**config.mk**
```make
export PLATFORM = sky130hd
export DESIGN_NAME = fetch_queue_unit_flat
export DESIGN_NICKNAME = d
export VERILOG_FILES = /design/src/rtl/fetch_queue_unit_pkg.sv /design/src/rtl/apb_if.sv /design/src/rtl/apb_controller_sbm.sv /design/src/rtl/fq_fifo_sbm.sv /design/src/rtl/fetch_queue_unit.sv /design/src/flat_wrapper.sv
export SDC_FILE = /design/constraint.sdc
export NUM_CORES = 1
export LEC_CHECK = 0
export ABC_AREA = 0
export CAP_MARGIN = 20
export CORE_UTILIZATION = 25
export DETAILED_ROUTE_END_ITERATION = 8
export DONT_BUFFER_PORTS = 1
export GPL_TIMING_DRIVEN = 0
export SYNTH_ARGS = -nofsm -noshare
export SYNTH_HDL_FRONTEND = slang
export SYNTH_SLANG_ARGS = --single-unit
```
**constraint.sdc**
```tcl
create_clock -name clk -period 11.54 [get_ports clk]
set_input_delay 1.731 -clock clk [delete_from_list [all_inputs] [get_ports clk]]
set_output_delay 1.731 -clock clk [all_outputs]
set_load 0.02 [all_outputs]
```
**src/rtl/fetch_queue_unit_pkg.sv**
```systemverilog
// fetch_queue_unit_pkg: shared opcodes, queue entry layout and FSM state type for the fetch queue
package fetch_queue_unit_pkg;
    localparam logic [6:0]  OPC_BRANCH = 7'b1100011;
    localparam logic [6:0]  OPC_JAL    = 7'b1101111;
    localparam logic [6:0]  OPC_JALR   = 7'b1100111;
    localparam int          SIZE_W     = 2;
    localparam int          PC_W       = 32;
    localparam logic [31:0] NOP_INST   = 32'h00000013;
    typedef enum logic [SIZE_W-1:0] {CS_BYTE, CS_HALF, CS_WORD} cs_size;
    typedef struct packed {
        logic [31:0]     inst;
        logic [PC_W-1:0] pc;
        logic            pred_taken;
        logic            err;
    } fq_entry_t;
    typedef enum logic [1:0] {ST_IDLE, ST_WAIT, ST_DRAIN, ST_HALT} fq_state_e;
endpackage

```
**src/rtl/apb_if.sv**
```systemverilog
// apb_if: APB bus bundle between one master and one slave
//   master drives psel/penable/pwrite/paddr/pwdata; slave drives prdata/pready/pslverr
interface apb_if #(
    parameter int ADDR_W = 32,
    parameter int DATA_W = 32
);
    logic              psel;
    logic              penable;
    logic              pwrite;
    logic [ADDR_W-1:0] paddr;
    logic [DATA_W-1:0] pwdata;
    logic [DATA_W-1:0] prdata;
    logic              pready;
    logic              pslverr;
    modport master(output psel, penable, pwrite, paddr, pwdata, input prdata, pready, pslverr);
    modport slave(input psel, penable, pwrite, paddr, pwdata, output prdata, pready, pslverr);
endinterface

```
**src/rtl/apb_controller_sbm.sv**
```systemverilog
// apb_controller_sbm: single-transfer APB master; start_i opens the setup phase combinationally
//   in : clk, rst_n, start_i, dir_i (1=write), addr_i, wdata_i
//   out: done_o (transfer completed this cycle), err_o (completed with PSLVERR), rdata_o
//   apb: apb_if.master
module apb_controller_sbm #(
    parameter int ADDR_W = 32,
    parameter int DATA_W = 32
) (
    input  logic              clk,
    input  logic              rst_n,
    input  logic              start_i,
    input  logic              dir_i,
    input  logic [ADDR_W-1:0] addr_i,
    input  logic [DATA_W-1:0] wdata_i,
    output logic              done_o,
    output logic              err_o,
    output logic [DATA_W-1:0] rdata_o,
    apb_if.master             apb
);
    logic              r_access;
    logic              r_dir;
    logic [ADDR_W-1:0] r_addr;
    logic [DATA_W-1:0] r_wdata;
    always_ff @(posedge clk or negedge rst_n) begin
        if (!rst_n) begin
            r_access <= 1'b0;
            r_dir    <= 1'b0;
            r_addr   <= '0;
            r_wdata  <= '0;
        end else if (!r_access && start_i) begin
            r_access <= 1'b1;
            r_dir    <= dir_i;
            r_addr   <= addr_i;
            r_wdata  <= wdata_i;
        end else if (r_access && apb.pready) begin
            r_access <= 1'b0;
        end
    end
    // Setup phase is driven straight from the request so a transfer costs only two cycles.
    assign apb.psel    = r_access | start_i;
    assign apb.penable = r_access;
    assign apb.pwrite  = r_access ? r_dir : dir_i;
    assign apb.paddr   = r_access ? r_addr : addr_i;
    assign apb.pwdata  = r_access ? r_wdata : wdata_i;
    assign done_o      = r_access & apb.pready;
    assign err_o       = done_o & apb.pslverr;
    assign rdata_o     = apb.prdata;
endmodule

```
**src/rtl/fq_fifo_sbm.sv**
```systemverilog
// fq_fifo_sbm: first-word-fall-through FIFO of fetch entries with synchronous clear
//   in : clk, rst_n, clear_i (wins over push/pop), push_i, pop_i, din_i
//   out: dout_o (head, zero when empty), count_o
module fq_fifo_sbm import fetch_queue_unit_pkg::*; #(
    parameter int DEPTH = 4
) (
    input  logic                         clk,
    input  logic                         rst_n,
    input  logic                         clear_i,
    input  logic                         push_i,
    input  logic                         pop_i,
    input  fq_entry_t                    din_i,
    output fq_entry_t                    dout_o,
    output logic [$clog2(DEPTH+1)-1:0]   count_o
);
    localparam int CNT_W = $clog2(DEPTH+1);
    localparam int PTR_W = $clog2(DEPTH);
    fq_entry_t        r_mem [DEPTH];
    logic [PTR_W-1:0] r_wr;
    logic [PTR_W-1:0] r_rd;
    logic [CNT_W-1:0] r_count;
    logic             w_push;
    logic             w_pop;
    assign w_push = push_i && r_count != CNT_W'(DEPTH);
    assign w_pop  = pop_i && r_count != '0;
    always_ff @(posedge clk or negedge rst_n) begin
        if (!rst_n) begin
            r_wr    <= '0;
            r_rd    <= '0;
            r_count <= '0;
        end else if (clear_i) begin
            r_wr    <= '0;
            r_rd    <= '0;
            r_count <= '0;
        end else begin
            r_wr    <= r_wr + PTR_W'(w_push);
            r_rd    <= r_rd + PTR_W'(w_pop);
            r_count <= r_count + CNT_W'(w_push) - CNT_W'(w_pop);
        end
    end
    always_ff @(posedge clk) begin
        if (w_push && !clear_i) r_mem[r_wr] <= din_i;
    end
    assign dout_o  = r_count != '0 ? r_mem[r_rd] : '0;
    assign count_o = r_count;
    assert property (@(posedge clk) disable iff (!rst_n) !(push_i && r_count == CNT_W'(DEPTH)));
endmodule

```
**src/rtl/fetch_queue_unit.sv**
```systemverilog
// fetch_queue_unit: prefetching IF stage with static branch prediction feeding ID from a small queue
//   in : clk, rst_n, flush_i/flush_pc_i (redirect), ready_i (ID takes head)
//   out: valid_o, inst_o, pc_o, pred_taken_o, fetch_err_o, count_o
//   apb: imem_apb (read-only instruction fetch)
module fetch_queue_unit import fetch_queue_unit_pkg::*; #(
    parameter int                ADDR_W  = 32,
    parameter logic [ADDR_W-1:0] INIT_PC = '0,
    parameter int                DEPTH   = 4,
    parameter bit                PREDICT = 1'b1
) (
    input  logic                         clk,
    input  logic                         rst_n,
    apb_if.master                        imem_apb,
    input  logic                         flush_i,
    input  logic [ADDR_W-1:0]            flush_pc_i,
    input  logic                         ready_i,
    output logic                         valid_o,
    output logic [31:0]                  inst_o,
    output logic [ADDR_W-1:0]            pc_o,
    output logic                         pred_taken_o,
    output logic                         fetch_err_o,
    output logic [$clog2(DEPTH+1)-1:0]   count_o
);
    localparam int CNT_W = $clog2(DEPTH+1);
    fq_state_e         r_state;
    fq_state_e         w_state_nx;
    logic [ADDR_W-1:0] r_pc_fetch;
    logic [ADDR_W-1:0] w_pc_nx;
    logic [ADDR_W-1:0] w_next_pc;
    logic [31:0]       w_rdata;
    logic [31:0]       w_jimm;
    logic [31:0]       w_bimm;
    logic              w_is_jal;
    logic              w_is_bt;
    logic              w_start;
    logic              w_push;
    logic              w_done;
    logic              w_err;
    logic              w_credit;
    fq_entry_t         w_din;
    fq_entry_t         w_head;
    apb_controller_sbm #(.ADDR_W(ADDR_W), .DATA_W(32)) u_apb (
        .clk     (clk),
        .rst_n   (rst_n),
        .start_i (w_start),
        .dir_i   (1'b0),
        .addr_i  (r_pc_fetch),
        .wdata_i (32'h0),
        .done_o  (w_done),
        .err_o   (w_err),
        .rdata_o (w_rdata),
        .apb     (imem_apb)
    );
    fq_fifo_sbm #(.DEPTH(DEPTH)) u_fifo (
        .clk     (clk),
        .rst_n   (rst_n),
        .clear_i (flush_i),
        .push_i  (w_push),
        .pop_i   (valid_o & ready_i),
        .din_i   (w_din),
        .dout_o  (w_head),
        .count_o (count_o)
    );
    assign w_jimm    = {{12{w_rdata[31]}}, w_rdata[19:12], w_rdata[20], w_rdata[30:21], 1'b0};
    assign w_bimm    = {{20{w_rdata[31]}}, w_rdata[7], w_rdata[30:25], w_rdata[11:8], 1'b0};
    assign w_is_jal  = PREDICT && w_rdata[6:0] == OPC_JAL;
    assign w_is_bt   = PREDICT && w_rdata[6:0] == OPC_BRANCH && w_rdata[31];
    assign w_next_pc = r_pc_fetch + (w_is_jal ? ADDR_W'($signed(w_jimm)) :
                                     w_is_bt  ? ADDR_W'($signed(w_bimm)) : ADDR_W'(4));
    // Counting the in-flight fetch guarantees its response always finds a free slot.
    assign w_credit  = ({1'b0, count_o} + (CNT_W+1)'(r_state == ST_WAIT)) < (CNT_W+1)'(DEPTH);
    assign w_din     = w_err ? fq_entry_t'{NOP_INST, PC_W'(r_pc_fetch), 1'b0, 1'b1}
                             : fq_entry_t'{w_rdata, PC_W'(r_pc_fetch), w_is_jal | w_is_bt, 1'b0};
    always_comb begin
        w_state_nx = r_state;
        w_pc_nx    = r_pc_fetch;
        w_start    = 1'b0;
        w_push     = 1'b0;
        case (r_state)
            ST_IDLE: begin
                w_start    = w_credit & !flush_i;
                w_state_nx = w_start ? ST_WAIT : ST_IDLE;
            end
            ST_WAIT: begin
                if (w_done) begin
                    w_push     = !flush_i;
                    w_state_nx = (w_err && !flush_i) ? ST_HALT : ST_IDLE;
                    w_pc_nx    = w_err ? r_pc_fetch : w_next_pc;
                end else if (flush_i) begin
                    w_state_nx = ST_DRAIN;
                end
            end
            ST_DRAIN: w_state_nx = w_done ? ST_IDLE : ST_DRAIN;
            ST_HALT:  w_state_nx = flush_i ? ST_IDLE : ST_HALT;
            default:  w_state_nx = ST_IDLE;
        endcase
        if (flush_i) w_pc_nx = flush_pc_i;
    end
    always_ff @(posedge clk or negedge rst_n) begin
        if (!rst_n) begin
            r_state    <= ST_IDLE;
            r_pc_fetch <= INIT_PC;
        end else begin
            r_state    <= w_state_nx;
            r_pc_fetch <= w_pc_nx;
        end
    end
    assign valid_o      = count_o != '0;
    assign inst_o       = w_head.inst;
    assign pc_o         = ADDR_W'(w_head.pc);
    assign pred_taken_o = w_head.pred_taken;
    assign fetch_err_o  = w_head.err;
    assert property (@(posedge clk) disable iff (!rst_n) count_o <= CNT_W'(DEPTH));
    assert property (@(posedge clk) disable iff (!rst_n) valid_o == (count_o != '0));
    assert property (@(posedge clk) disable iff (!rst_n) r_state == ST_HALT |-> !imem_apb.psel);
    assert property (@(posedge clk) disable iff (!rst_n) r_state == ST_DRAIN |-> !(imem_apb.psel && !imem_apb.penable));
endmodule

```
**src/flat_wrapper.sv**
```systemverilog
// flat-port wrapper written by rule: the top's interface ports become plain ports
module fetch_queue_unit_flat import fetch_queue_unit_pkg::*;
#(
    parameter int                ADDR_W  = 32,
    parameter logic [ADDR_W-1:0] INIT_PC = '0,
    parameter int                DEPTH   = 4,
    parameter bit                PREDICT = 1'b1
)
  (clk, rst_n, flush_i, flush_pc_i, ready_i, valid_o, inst_o, pc_o, pred_taken_o, fetch_err_o, count_o, imem_apb_psel, imem_apb_penable, imem_apb_pwrite, imem_apb_paddr, imem_apb_pwdata, imem_apb_prdata, imem_apb_pready, imem_apb_pslverr);
  apb_if #(.ADDR_W(ADDR_W), .DATA_W(32)) imem_apb_i ();
  input  logic clk;
  input  logic rst_n;
  input  logic flush_i;
  input  logic [ADDR_W-1:0] flush_pc_i;
  input  logic ready_i;
  output logic valid_o;
  output logic [31:0] inst_o;
  output logic [ADDR_W-1:0] pc_o;
  output logic pred_taken_o;
  output logic fetch_err_o;
  output logic [$clog2(DEPTH+1)-1:0] count_o;
  output wire logic [$bits(imem_apb_i.psel)-1:0] imem_apb_psel;
  output wire logic [$bits(imem_apb_i.penable)-1:0] imem_apb_penable;
  output wire logic [$bits(imem_apb_i.pwrite)-1:0] imem_apb_pwrite;
  output wire logic [$bits(imem_apb_i.paddr)-1:0] imem_apb_paddr;
  output wire logic [$bits(imem_apb_i.pwdata)-1:0] imem_apb_pwdata;
  input wire logic [$bits(imem_apb_i.prdata)-1:0] imem_apb_prdata;
  input wire logic [$bits(imem_apb_i.pready)-1:0] imem_apb_pready;
  input wire logic [$bits(imem_apb_i.pslverr)-1:0] imem_apb_pslverr;
  assign imem_apb_psel = imem_apb_i.psel;
  assign imem_apb_penable = imem_apb_i.penable;
  assign imem_apb_pwrite = imem_apb_i.pwrite;
  assign imem_apb_paddr = imem_apb_i.paddr;
  assign imem_apb_pwdata = imem_apb_i.pwdata;
  assign imem_apb_i.prdata = imem_apb_prdata;
  assign imem_apb_i.pready = imem_apb_pready;
  assign imem_apb_i.pslverr = imem_apb_pslverr;
  fetch_queue_unit #(.ADDR_W(ADDR_W), .INIT_PC(INIT_PC), .DEPTH(DEPTH), .PREDICT(PREDICT)) u_core (.clk(clk), .rst_n(rst_n), .imem_apb(imem_apb_i), .flush_i(flush_i), .flush_pc_i(flush_pc_i), .ready_i(ready_i), .valid_o(valid_o), .inst_o(inst_o), .pc_o(pc_o), .pred_taken_o(pred_taken_o), .fetch_err_o(fetch_err_o), .count_o(count_o));
endmodule
```
== Yosys cells after proc, flatten, opt, wreduce, memory -nomap -nowiden ==
Memory sizes are Yosys's and may differ from the RTL's.
Cells that the tools add are included.

* Bits in writable memories: 264
* Bits in registers: 74
* Memories: 1
* Output and inout bits: 137

{| class="wikitable"
|+ Memory list
! name !! words !! width !! rd ports !! clocked after memory_dff !! wr ports !! RTL line !! text
|-
| u_core.u_fifo.r_mem || 4 || 66 || 1 || 0 || 1 || fq_fifo_sbm.sv:18 || <nowiki>fq_entry_t r_mem [DEPTH];</nowiki>
|}

* Bitwise gates (word level): 6
* Mux-type cells: 26
* Reductions and logical operators: 15
* $add $sub $neg: 6
* Eq/ne operators: 8
* Order comparisons: 1

{| class="wikitable"
|+ Operators with widths
! cell !! count
|-
| 2-to-1 mux 32 bit || 7
|-
| 2-to-1 mux 66 bit || 2
|-
| adder 32 bit || 1
|-
| == test 7 bit (second input constant) || 2
|-
| 2-to-1 mux 2 bit || 7
|-
| 2-to-1 mux 1 bit || 8
|-
| case mux 2 bit (4 select lines) || 1
|-
| logical AND 1 bit || 7
|-
| inequality test 3 bit (second input constant) || 2
|-
| nonzero test 2 bit || 3
|-
| adder 2 x 1 -> 2 bit || 2
|-
| adder 3 x 1 -> 4 bit || 1
|-
| AND 1 bit || 4
|-
| == test 2 bit (second input constant) || 2
|-
| less-than comparator 4 x 3 -> 1 bit (second input constant) || 1
|-
| adder 3 x 1 -> 3 bit || 1
|-
| 2-to-1 mux 3 bit || 1
|-
| AND reduction 3 bit || 1
|-
| nonzero test 3 bit || 1
|-
| subtractor 3 x 1 -> 3 bit || 1
|-
| == test 2 x 1 -> 1 bit (second input constant) || 1
|-
| zero test 1 bit || 2
|-
| zero test 2 bit || 1
|-
| inequality test 2 bit (second input constant) || 1
|-
| bitwise OR 1 bit || 2
|}

== Longest topological paths before layout ==
Gate-level depths: netlist (run 1).

* Depth in word-level cells: 9
* Mapped depth: 16
* Depth with buffers taken out: 15

== Modules after synthesis ==
From an unflattened synthesis (run 1), not the netlist that was laid out.

* Cell total of the unflattened synthesis: 1152
* Area total of the unflattened synthesis: 17623.2 µm²

{| class="wikitable"
|+ By module, submodules not included
! module !! instances !! cells an instance !! seq. area each (µm²) !! area each (µm²)
|-
| fq_fifo_sbm || 1 || 453 || 8102.8 || 10366.2
|-
| apb_controller_sbm || 1 || 249 || 1651.6 || 3649.8
|-
| fetch_queue_unit || 1 || 450 || 850.8 || 3607.2
|}

== Least setup slack after synthesis (run 1) ==
Ideal clock, no wire load.

* Path kind: in2reg
* From: input port imem_apb_pready
* To: memory u_core.u_fifo.r_mem[1][0] in the netlist's numbering, enable pin
* Cell stages on the path: 3
* Arrival time: 7.041 ns
* Setup slack: 3.914 ns
* Buffers on the path: 0
* Data required time: 10.955 ns
* Library setup time: 0.585 ns
* Path through: nand4b_1 > a211o_1 > nor3b_1

* Word-level cells in the longest chain between the ends: 7

{| class="wikitable"
|+ RTL lines
! element !! RTL line !! text
|-
| start, declared || flat_wrapper.sv:28 || <nowiki>input wire logic [$bits(imem_apb_i.pready)-1:0] imem_apb_pready;</nowiki>
|-
| AND 1 bit || apb_controller_sbm.sv:45 || <nowiki>assign done_o = r_access & apb.pready;</nowiki>
|-
| 2-to-1 mux 1 bit || fetch_queue_unit.sv:85 || <nowiki>if (w_done) begin</nowiki>
|-
| 2-to-1 mux 1 bit || fetch_queue_unit.sv:79 || <nowiki>case (r_state)</nowiki>
|-
| logical AND 1 bit || fq_fifo_sbm.sv:24 || <nowiki>assign w_push = push_i && r_count != CNT_W'(DEPTH);</nowiki>
|-
| logical AND 1 bit || fq_fifo_sbm.sv:42 || <nowiki>if (w_push && !clear_i) r_mem[r_wr] <= din_i;</nowiki>
|-
| 2-to-1 mux 1 bit || fq_fifo_sbm.sv:42 ||
|-
| 2-to-1 mux 1 bit (not written as such) || fq_fifo_sbm.sv:42 ||
|-
| end, declared || fq_fifo_sbm.sv:18 ||
|}

Every way passes these cells.

== Final worst setup path (run 1) ==
* From: input port imem_apb_prdata[5]
* To: register u_core.r_pc_fetch[28]

* Word-level cells in the longest chain between the ends: 9
* Elaborated cells on any way between the ends: 10

{| class="wikitable"
|+ RTL lines
! element !! RTL line !! text
|-
| start, declared || flat_wrapper.sv:27 || <nowiki>input wire logic [$bits(imem_apb_i.prdata)-1:0] imem_apb_prdata;</nowiki>
|-
| == test 7 bit || fetch_queue_unit.sv:67 || <nowiki>assign w_is_bt = PREDICT && w_rdata[6:0] == OPC_BRANCH && w_rdata[31];</nowiki>
|-
| logical AND 1 bit || fetch_queue_unit.sv:67 ||
|-
| 2-to-1 mux 32 bit || fetch_queue_unit.sv:69 || <nowiki>w_is_bt ? ADDR_W'($signed(w_bimm)) : ADDR_W'(4));</nowiki>
|-
| 2-to-1 mux 32 bit * || fetch_queue_unit.sv:68 || <nowiki>assign w_next_pc = r_pc_fetch + (w_is_jal ? ADDR_W'($signed(w_jimm)) :</nowiki>
|-
| adder 32 bit * || fetch_queue_unit.sv:68 ||
|-
| 2-to-1 mux 32 bit * || fetch_queue_unit.sv:88 || <nowiki>w_pc_nx = w_err ? r_pc_fetch : w_next_pc;</nowiki>
|-
| 2-to-1 mux 32 bit * || fetch_queue_unit.sv:85 ||
|-
| 2-to-1 mux 32 bit * || fetch_queue_unit.sv:79 ||
|-
| 2-to-1 mux 32 bit * || fetch_queue_unit.sv:97 || <nowiki>if (flush_i) w_pc_nx = flush_pc_i;</nowiki>
|-
| end signal, assigned || fetch_queue_unit.sv:105 || <nowiki>r_pc_fetch <= w_pc_nx;</nowiki>
|-
| end, declared || fetch_queue_unit.sv:27 || <nowiki>logic [ADDR_W-1:0] r_pc_fetch;</nowiki>
|}

Every way passes the cells marked *; elsewhere a longest branch is shown, timed or not. The select of a mux whose other input is x is not followed.
A chain may end at the register's enable or synchronous reset.

==> results by group, run 1 <==
Power
  • Worst vdd ir: 0.08989 mV
  • Pwr dens: 208.0 nW/um2
  • Lkg Pwr: about 0.0066 uW

STA
  • Hold Slack: approximately 0.49 ns
  • Setup tns final: 0 ns
  • RSZ-0062 raised after global routing: false
  • Setup Skew: 0.01390 ns
  • Worst-margin pin slew: ~0.9 ns
  • Final setup viols: 0
  • Max Fclk: 209.7 MHz
  • Final hold violations: 0
  • Relative slew slack: 39.59%
  • Fin crit period: 4.768 ns
  • Final Max Tran Viols: 0
  • Post-route clock period utilization: between 40% and 50%

Layout
  • Most common cell after layout, fill and taps aside: edfxtp_1
  • Layout cell share with drive strength beyond 1: 23.46%
  • Register area: just under 10,000 um2
  • Syn-to-layout area delta: 17.68%
  • Final Util: around 30%
  • Most frequent cells in the layout: edfxtp_1, and2_1, dfrtp_1
  • Fillers: around 6,300
  • Fin nets: 1,279
  • Multi-input logic area: 5753 um2

Drt
  • Drt drc: 0
  • Antenna viol nets, final: 0
  • Vias per std cell: 4.590
  • DR vias: between 9,000 and 10,000
  • Wire per inst: 22.02 um
  • Drt first pass iters: 8
  • Total Wirelength: 45,240 um
  • Starting DRT DRC Count: 649

Die
  • Initial core utilization: 25.27%
  • # rows: 92
  • Die height: 254.3 um
  • Die ar.: 64,670 um2
  • Core area: 62,970 um2
  • Num ports: 207
  • Die Width: 254.3 um

Clock tree
  • CTS H-tree depth: 2
  • CTS tree: done
  • # hold bufs at CTS: 0
  • Root buffer cell: clkbuf_16
  • Clock latency on the worst-skew pair: 0.54 ns
  • Setup Fix Bufs, Post-CTS: 0
  • Resized cells post-CTS: 0
  • CTS clock-pin slew for the worst setup and hold paths: 0.06 ns
  • Clock Path Buffers: 3
  • CTS sink cnt: 338
  • Cts bufs inserted: 38

Critical path
  • Crit path launch type: input port
  • CP Max Fanout: 10
  • Flop2flop setup slack: roughly 8.4 ns
  • Critical path class: in -> reg
  • Setup crit end kind: flip-flop
  • Worst EP required: 11.96 ns
  • WP data arrival: a little over 5 ns

GRT
  • Initial antenna violation count: 15
  • Total grt overflow: 0
  • Largest net degree at the start of global routing: 75
  • Vias in the first global route: between 9,000 and 10,000
  • All-Layer GR Usage: between 10 and 15%
  • First-pass GRT wire length: 65,080 um

Yosys
  • Synth Area per Inst: 14.76 um2
  • Number of enable flip-flop cells after synthesis: 264
  • Syn Inst Count: 1,078
  • Seq/Total Area, Yosys: 61.45%
  • Synthesized flop and latch total: 338
  • Synth Flop Type: edfxtp_1
  • Synth warnings: 0
  • FFs w/ async S/R, synth: 21.89%
  • Synth cell types: 71
  • Synth Cell Area: 15,910 um2

Place
  • GPL Wtd Cong: 0.8816
  • Port Buf Inserts: 0
  • Hpwl dp: 33,800 um

Flow run
  • MaxCap Viol Count: 0

Run status
  • Outcome: completed

Min path
  • Worst Hold Class: reg -> reg
synth_stat cells, types with 2 or more instances:
| cell type | n | area share (%) |
|---|---|---|
| edfxtp_1 | 264 | 50 |
| and2_1 | 106 | 4.2 |
| dfrtp_1 | 74 | 12 |
| mux2_2 | 66 | 4.7 |
| mux4_2 | 66 | 9.3 |
| a21oi_1 | 63 | 2.0 |
| nand2_1 | 57 | 1.3 |
| ha_1 | 35 | 2.8 |
| buf_4 | 34 | 1.6 |
| clkbuf_1 | 33 | 0.78 |
| o21ai_0 | 33 | 1.0 |
| nor2_1 | 31 | 0.73 |
| xnor2_1 | 14 | 0.77 |
| buf_2 | 13 | 0.41 |
| inv_1 | 13 | 0.31 |
| xor2_1 | 13 | 0.72 |
| nor3_1 | 11 | 0.35 |
| o21a_1 | 11 | 0.52 |
| nand4_1 | 10 | 0.39 |
| a21o_1 | 9 | 0.42 |
| mux2i_1 | 9 | 0.57 |
| nand3_1 | 9 | 0.28 |
| nor2b_1 | 9 | 0.35 |
| buf_1 | 7 | 0.17 |
| a211oi_1 | 6 | 0.28 |
| nor3b_1 | 6 | 0.28 |
| o221ai_1 | 6 | 0.33 |
| and3_1 | 5 | 0.20 |
| or3_1 | 5 | 0.20 |
| nand2b_1 | 4 | 0.16 |
| o21bai_1 | 4 | 0.19 |
| o21ai_1 | 3 | 0.094 |
| a21boi_0 | 2 | 0.094 |
| a31oi_1 | 2 | 0.079 |
| a31oi_2 | 2 | 0.16 |
| a32oi_1 | 2 | 0.11 |
| fa_1 | 2 | 0.25 |
| mux2_1 | 2 | 0.14 |
| nand2_2 | 2 | 0.079 |
| nand4b_1 | 2 | 0.11 |
| o31ai_1 | 2 | 0.094 |
| or4_1 | 2 | 0.094 |
per-stage QoR:
step           setup slack, ns  power, uW  area (um2)  instances
3_3_place_gp            -1.002       2675       17090       1956
6_report                 6.772       3896       18730       2055
3_5_place_dp             6.200       2699       17400       1978
5_1_grt                  6.445       4081       18710       2048
4_1_cts                  6.728       3964       18710       2048
2_1_floorplan            3.914       2381       16030       1110
path summary, 6_finish.rpt:
check / from / to / cells past startpoint
min in group asynchronous: rst_n / u_core.r_pc_fetch[29] / 0
min: u_core.u_apb.r_addr[2] / u_core.u_apb.r_addr[2] / 1
max in group asynchronous: rst_n / u_core.u_apb.r_addr[18] / 0
max reg2reg: u_core.u_fifo.count_o[1] / u_core.u_fifo.count_o[2] / 9
max: imem_apb_prdata[5] / u_core.r_pc_fetch[28] / 13
min reg2reg: u_core.u_apb.r_addr[2] / u_core.u_apb.r_addr[2] / 1
power by group:
part	switching [uW]	internal [uW]	leakage, uW
logic	718	412	0.00266
registers	82.8	1430	0.00329
clock network	490	766	0.000635
kinds of logic (layout without fill, tap and decap cells):
family	Yosys count	count (layout)	synth area share (%)
xor+xnor	27	27	1.486
flops	338	338	61.45
fa+ha+maj	37	37	3.003
compound gates	163	163	6.714
other cells	1	40	0.02356
simple gates	268	268	9.309
mux	143	143	14.72
buf+inv	101	193	3.294
registers in the layout, summed over array words and instances, names as in the netlist:
register and count:
u_core.u_fifo.r_mem 264, u_core.r_pc_fetch 32, u_core.u_apb.r_addr 32, u_core.u_fifo.count_o 3
u_core.r_state 2, u_core.u_fifo.r_rd 2, u_core.u_fifo.r_wr 2, u_core.u_apb.apb.penable 1
metal layers:
layer | track usage [%] | vias up | part of all wire (%)
met5 | 0 | - | 0.33
met4 | 2.788 | 22 | 1.4
met3 | 6.399 | 67 | 12
met2 | 22.85 | 294 | 48
met1 | 16.78 | 4809 | 39
li1 | - | 4240 | -
final cells by class:
| class | count | area share [%] |
|---|---|---|
| clock inverters | 23 | 1.343 |
| diodes | 7 | 0.09353 |
| plain buffers | 88 | 2.539 |
| multi-input cells | 671 | 30.72 |
| inverters | 13 | 0.2606 |
| flip-flops and latches | 338 | 52.22 |
| clock buffers | 47 | 5.652 |
| well taps | 846 | 5.652 |
| repair buffers | 22 | 1.523 |
worst max-delay path, cell delays in order:
cell,delay [ns]
nor2b_1,0.11
nand4_1,0.36
nor2_1,0.47
clkbuf_1,0.37
nand2_1,0.19
ha_1,0.32
a21oi_1,0.38
o211ai_4,0.17
nand3_4,0.12
o22ai_1,0.12
a211oi_1,0.50
mux2i_1,0.24
nand3_1,0.09
Note: power is estimated with default switching activity, not from simulation.
==> run 2: changes to the inputs <==
Clock period 11.54 ns to 3.9 ns, I/O delays scaled along.
==> run 2 against run 1 <==
Against the previous run: count of clock-buffer cells in the layout increased by 1; first-iteration DRC count rose by 4.9%; die area unchanged; final cell count is 0.78% lower; register-to-register slack got worse by 7.8 ns; critical path depth stayed put; non-clock buffer count down 10; critical path type unchanged; largest cell class unchanged.
==> results by group, run 2 (synthesis results as in run 1) <==
Layout
  • Register area: 9779 um2 (unchanged)
  • Final Util: 29.66% (-0.088 points)
  • Layout cell share with drive strength beyond 1: 22.75% (-0.71 points)
  • Most frequent cells in the layout: edfxtp_1, and2_1, dfrtp_1
  • Syn-to-layout area delta: 17.34%
  • Most common cell after layout, fill and taps aside: edfxtp_1
  • Multi-input logic area: 5773 um2 (+0.35%)
  • Post-route cell area: 18,670 um2 (-0.29%)
  • Max reg flops: 264 (unchanged)
  • Regs by FF count: u_core.u_fifo.r_mem: 264 flops, u_core.r_pc_fetch: 32 flops, u_core.u_apb.r_addr: 32 flops
  • Top reg by flops: u_core.u_fifo.r_mem
  • Fin nets: 1,269 (-0.78%)
  • Fillers: 6,311 (+0.70%)

Drt
  • Total Wirelength: 45,090 um (-0.33%)
  • Vias per std cell: 4.608 (+0.39%)
  • Antenna viol nets, final: 0 (unchanged)
  • Wire per inst: 22.12 um (+0.46%)
  • Starting DRT DRC Count: 681 (+4.9%)
  • Drt first pass iters: 5 (-3)
  • Drt drc: 0 (unchanged)
  • DR vias: 9,395 (-0.39%)

STA
  • Final hold violations: 0 (unchanged)
  • Setup Skew: 0.02248 ns (+0.008582 ns)
  • Setup tns final: 0 ns (unchanged)
  • Final Max Tran Viols: 0 (unchanged)
  • RSZ-0062 raised after global routing: false
  • Relative slew slack: 38.15% (-1.4 points)
  • Final setup viols: 0 (unchanged)
  • Post-route clock period utilization: a little over 90%
  • Fin crit period: 3.601 ns
  • Max Fclk: 277.7 MHz
  • Worst-margin pin slew: 0.9256 ns (+0.02333 ns)

GRT
  • M1 GR Usage: 16.44% (-0.33 points)
  • Met3 usage in global routing: 6.256% (-0.14 points)
  • First-pass GRT wire length: 63,850 um (-1.9%)
  • Largest net degree at the start of global routing: 75 (unchanged)
  • Vias in the first global route: 9,120 (-3.5%)
  • Total grt overflow: 0 (unchanged)
  • GR peak layer: met2
  • Met2 Usage GRT: 22.63% (-0.22 points)
  • Initial antenna violation count: 16 (+1)
  • All-Layer GR Usage: 13.78% (-0.17 points)

Place
  • GPL Wtd Cong: 0.8755 (-0.69%)
  • Port Buf Inserts: 0 (unchanged)
  • Hpwl dp: 33,090 um (-2.1%)
  • Post-DP Area: 17,360 um2 (-0.23%)

Clock tree
  • Cts bufs inserted: 38 (unchanged)
  • Setup Fix Bufs, Post-CTS: 0 (unchanged)
  • Clock latency on the worst-skew pair: 0.56 ns (+0.02 ns)
  • Clock Path Buffers: 3 (unchanged)
  • CTS clock-pin slew for the worst setup and hold paths: 0.06 ns (about the same)
  • CTS sink cnt: 338 (unchanged)
  • CTS H-tree depth: 2 (unchanged)
  • Root buffer cell: clkbuf_16
  • CTS tree: done

Critical path
  • Setup crit end kind: flip-flop
  • Critical path class: in -> reg
  • CP Max Fanout: 10 (unchanged)
  • WP data arrival: 4.02 ns (-1.17 ns)
  • Crit path launch type: input port
  • Worst EP required: 4.32 ns (-7.64 ns)

Power
  • Worst vdd ir: 0.3190 mV (+250%)
  • Pwr dens: 612.2 nW/um2 (+190%)
  • Lkg Pwr: 0.006518 uW (-1.1%)

Die
  • Die height: 254.3 um (unchanged)
  • # rows: 92 (unchanged)
  • Die ar.: 64,670 um2 (unchanged)
  • Die Width: 254.3 um (unchanged)
  • Num ports: 207 (unchanged)
  • Initial core utilization: 25.27% (unchanged)
  • Core area: 62,970 um2 (unchanged)

Min path
  • Worst Hold Class: in -> reg

Run status
  • Outcome: completed

Flow run
  • MaxCap Viol Count: 0 (unchanged)
## run 2: cell types whose count changed in the layout (fill, tap and decap cells not counted), moves of 3 or more
cell	change
clkinv_2	-3
buf_8	+3
buf_16	+5
diode_2	-5
buf_6	-16
## run 2: power by group
part / total (uW) / switching [uW] / leakage, uW / internal [uW]
combinational: 3360 / 2140 / 0.00263 / 1220
clock: 3600 / 1450 / 0.000600 / 2150
sequential: 4470 / 244 / 0.00329 / 4220
total: 11400 / 3840 / 0.00652 / 7590
## run 2: per-stage QoR
step	cells	hold WS, ns	setup WS, ns	total power, uW
6_report	2039	0.1568	0.2987	11430
3_5_place_dp	1967	0.2985	-0.3613	7988
3_3_place_gp	1956	0.2976	-1.408	7926
4_1_cts	2038	0.1300	0.1579	11650
2_1_floorplan	1110	0.2894	0.3838	7043
5_1_grt	2038	0.1389	0.04430	11970
## run 2: worst paths after layout
| kind | slack (ns) | depth (start not counted) | to | start |
|---|---|---|---|---|
| setup reg to reg | 0.61 | 8 | u_core.u_fifo.count_o[1] | u_core.u_fifo.count_o[2] |
| hold reg to reg | 0.49 | 1 | u_core.u_apb.r_addr[2] | u_core.u_apb.r_addr[2] |
| setup / recovery | 0.30 | 13 | u_core.r_pc_fetch[28] | imem_apb_prdata[5] |
| max in group asynchronous | 2.90 | 2 | u_core.u_apb.r_addr[15] | rst_n |
| hold / removal | 0.16 | 2 | u_core.r_pc_fetch[1] | flush_pc_i[1] |
| min in group asynchronous | 0.69 | 2 | u_core.u_fifo.r_rd[1] | rst_n |
## run 2: final cells by class
| type | instances | area share (%) |
|---|---|---|
| Tap cell | 846 | 5.669 |
| Multi-Input combinational cell | 671 | 30.92 |
| Buffer | 87 | 2.526 |
| Inverter | 13 | 0.2613 |
| Timing Repair Buffer | 13 | 1.447 |
| Clock buffer | 48 | 5.515 |
| Sequential cell | 338 | 52.37 |
| Antenna cell | 2 | 0.02680 |
| Clock inverter | 21 | 1.266 |
## run 2: critical path, stage by stage
cell and delay, ns:
nor2b_1 0.11, nand4_1 0.38, nor2_2 0.41, clkbuf_1 0.38
nand2_1 0.22, ha_1 0.33, a21oi_1 0.35, o211ai_4 0.17
nand3_4 0.12, o22ai_1 0.12, a211oi_1 0.48, mux2i_1 0.24
nand3_1 0.10
## run 2: routing by layer
layer  up-vias  wire (um)  share of wire, %
met5         -        163              0.36
met4        26        668               1.5
met3        69       4975                11
met1      4758      17460                39
li1       4229          -                 -
met2       313      21830                48
## run 2: repair_timing
item | CTS | global route
endpoints found under the hold margin | 74 | 0
endpoints found under the setup margin | 0 | 5
resized for setup | 0 | 2
hold buffers | 2 | 0
==> run 3: changes to the inputs <==
Settings changed: ABC_CLOCK_PERIOD_IN_PS from default to 3900, TNS_END_PERCENT from default to 100.
==> results of run 3 <==
Final layout, timing and power as in run 2 (identical DEF).
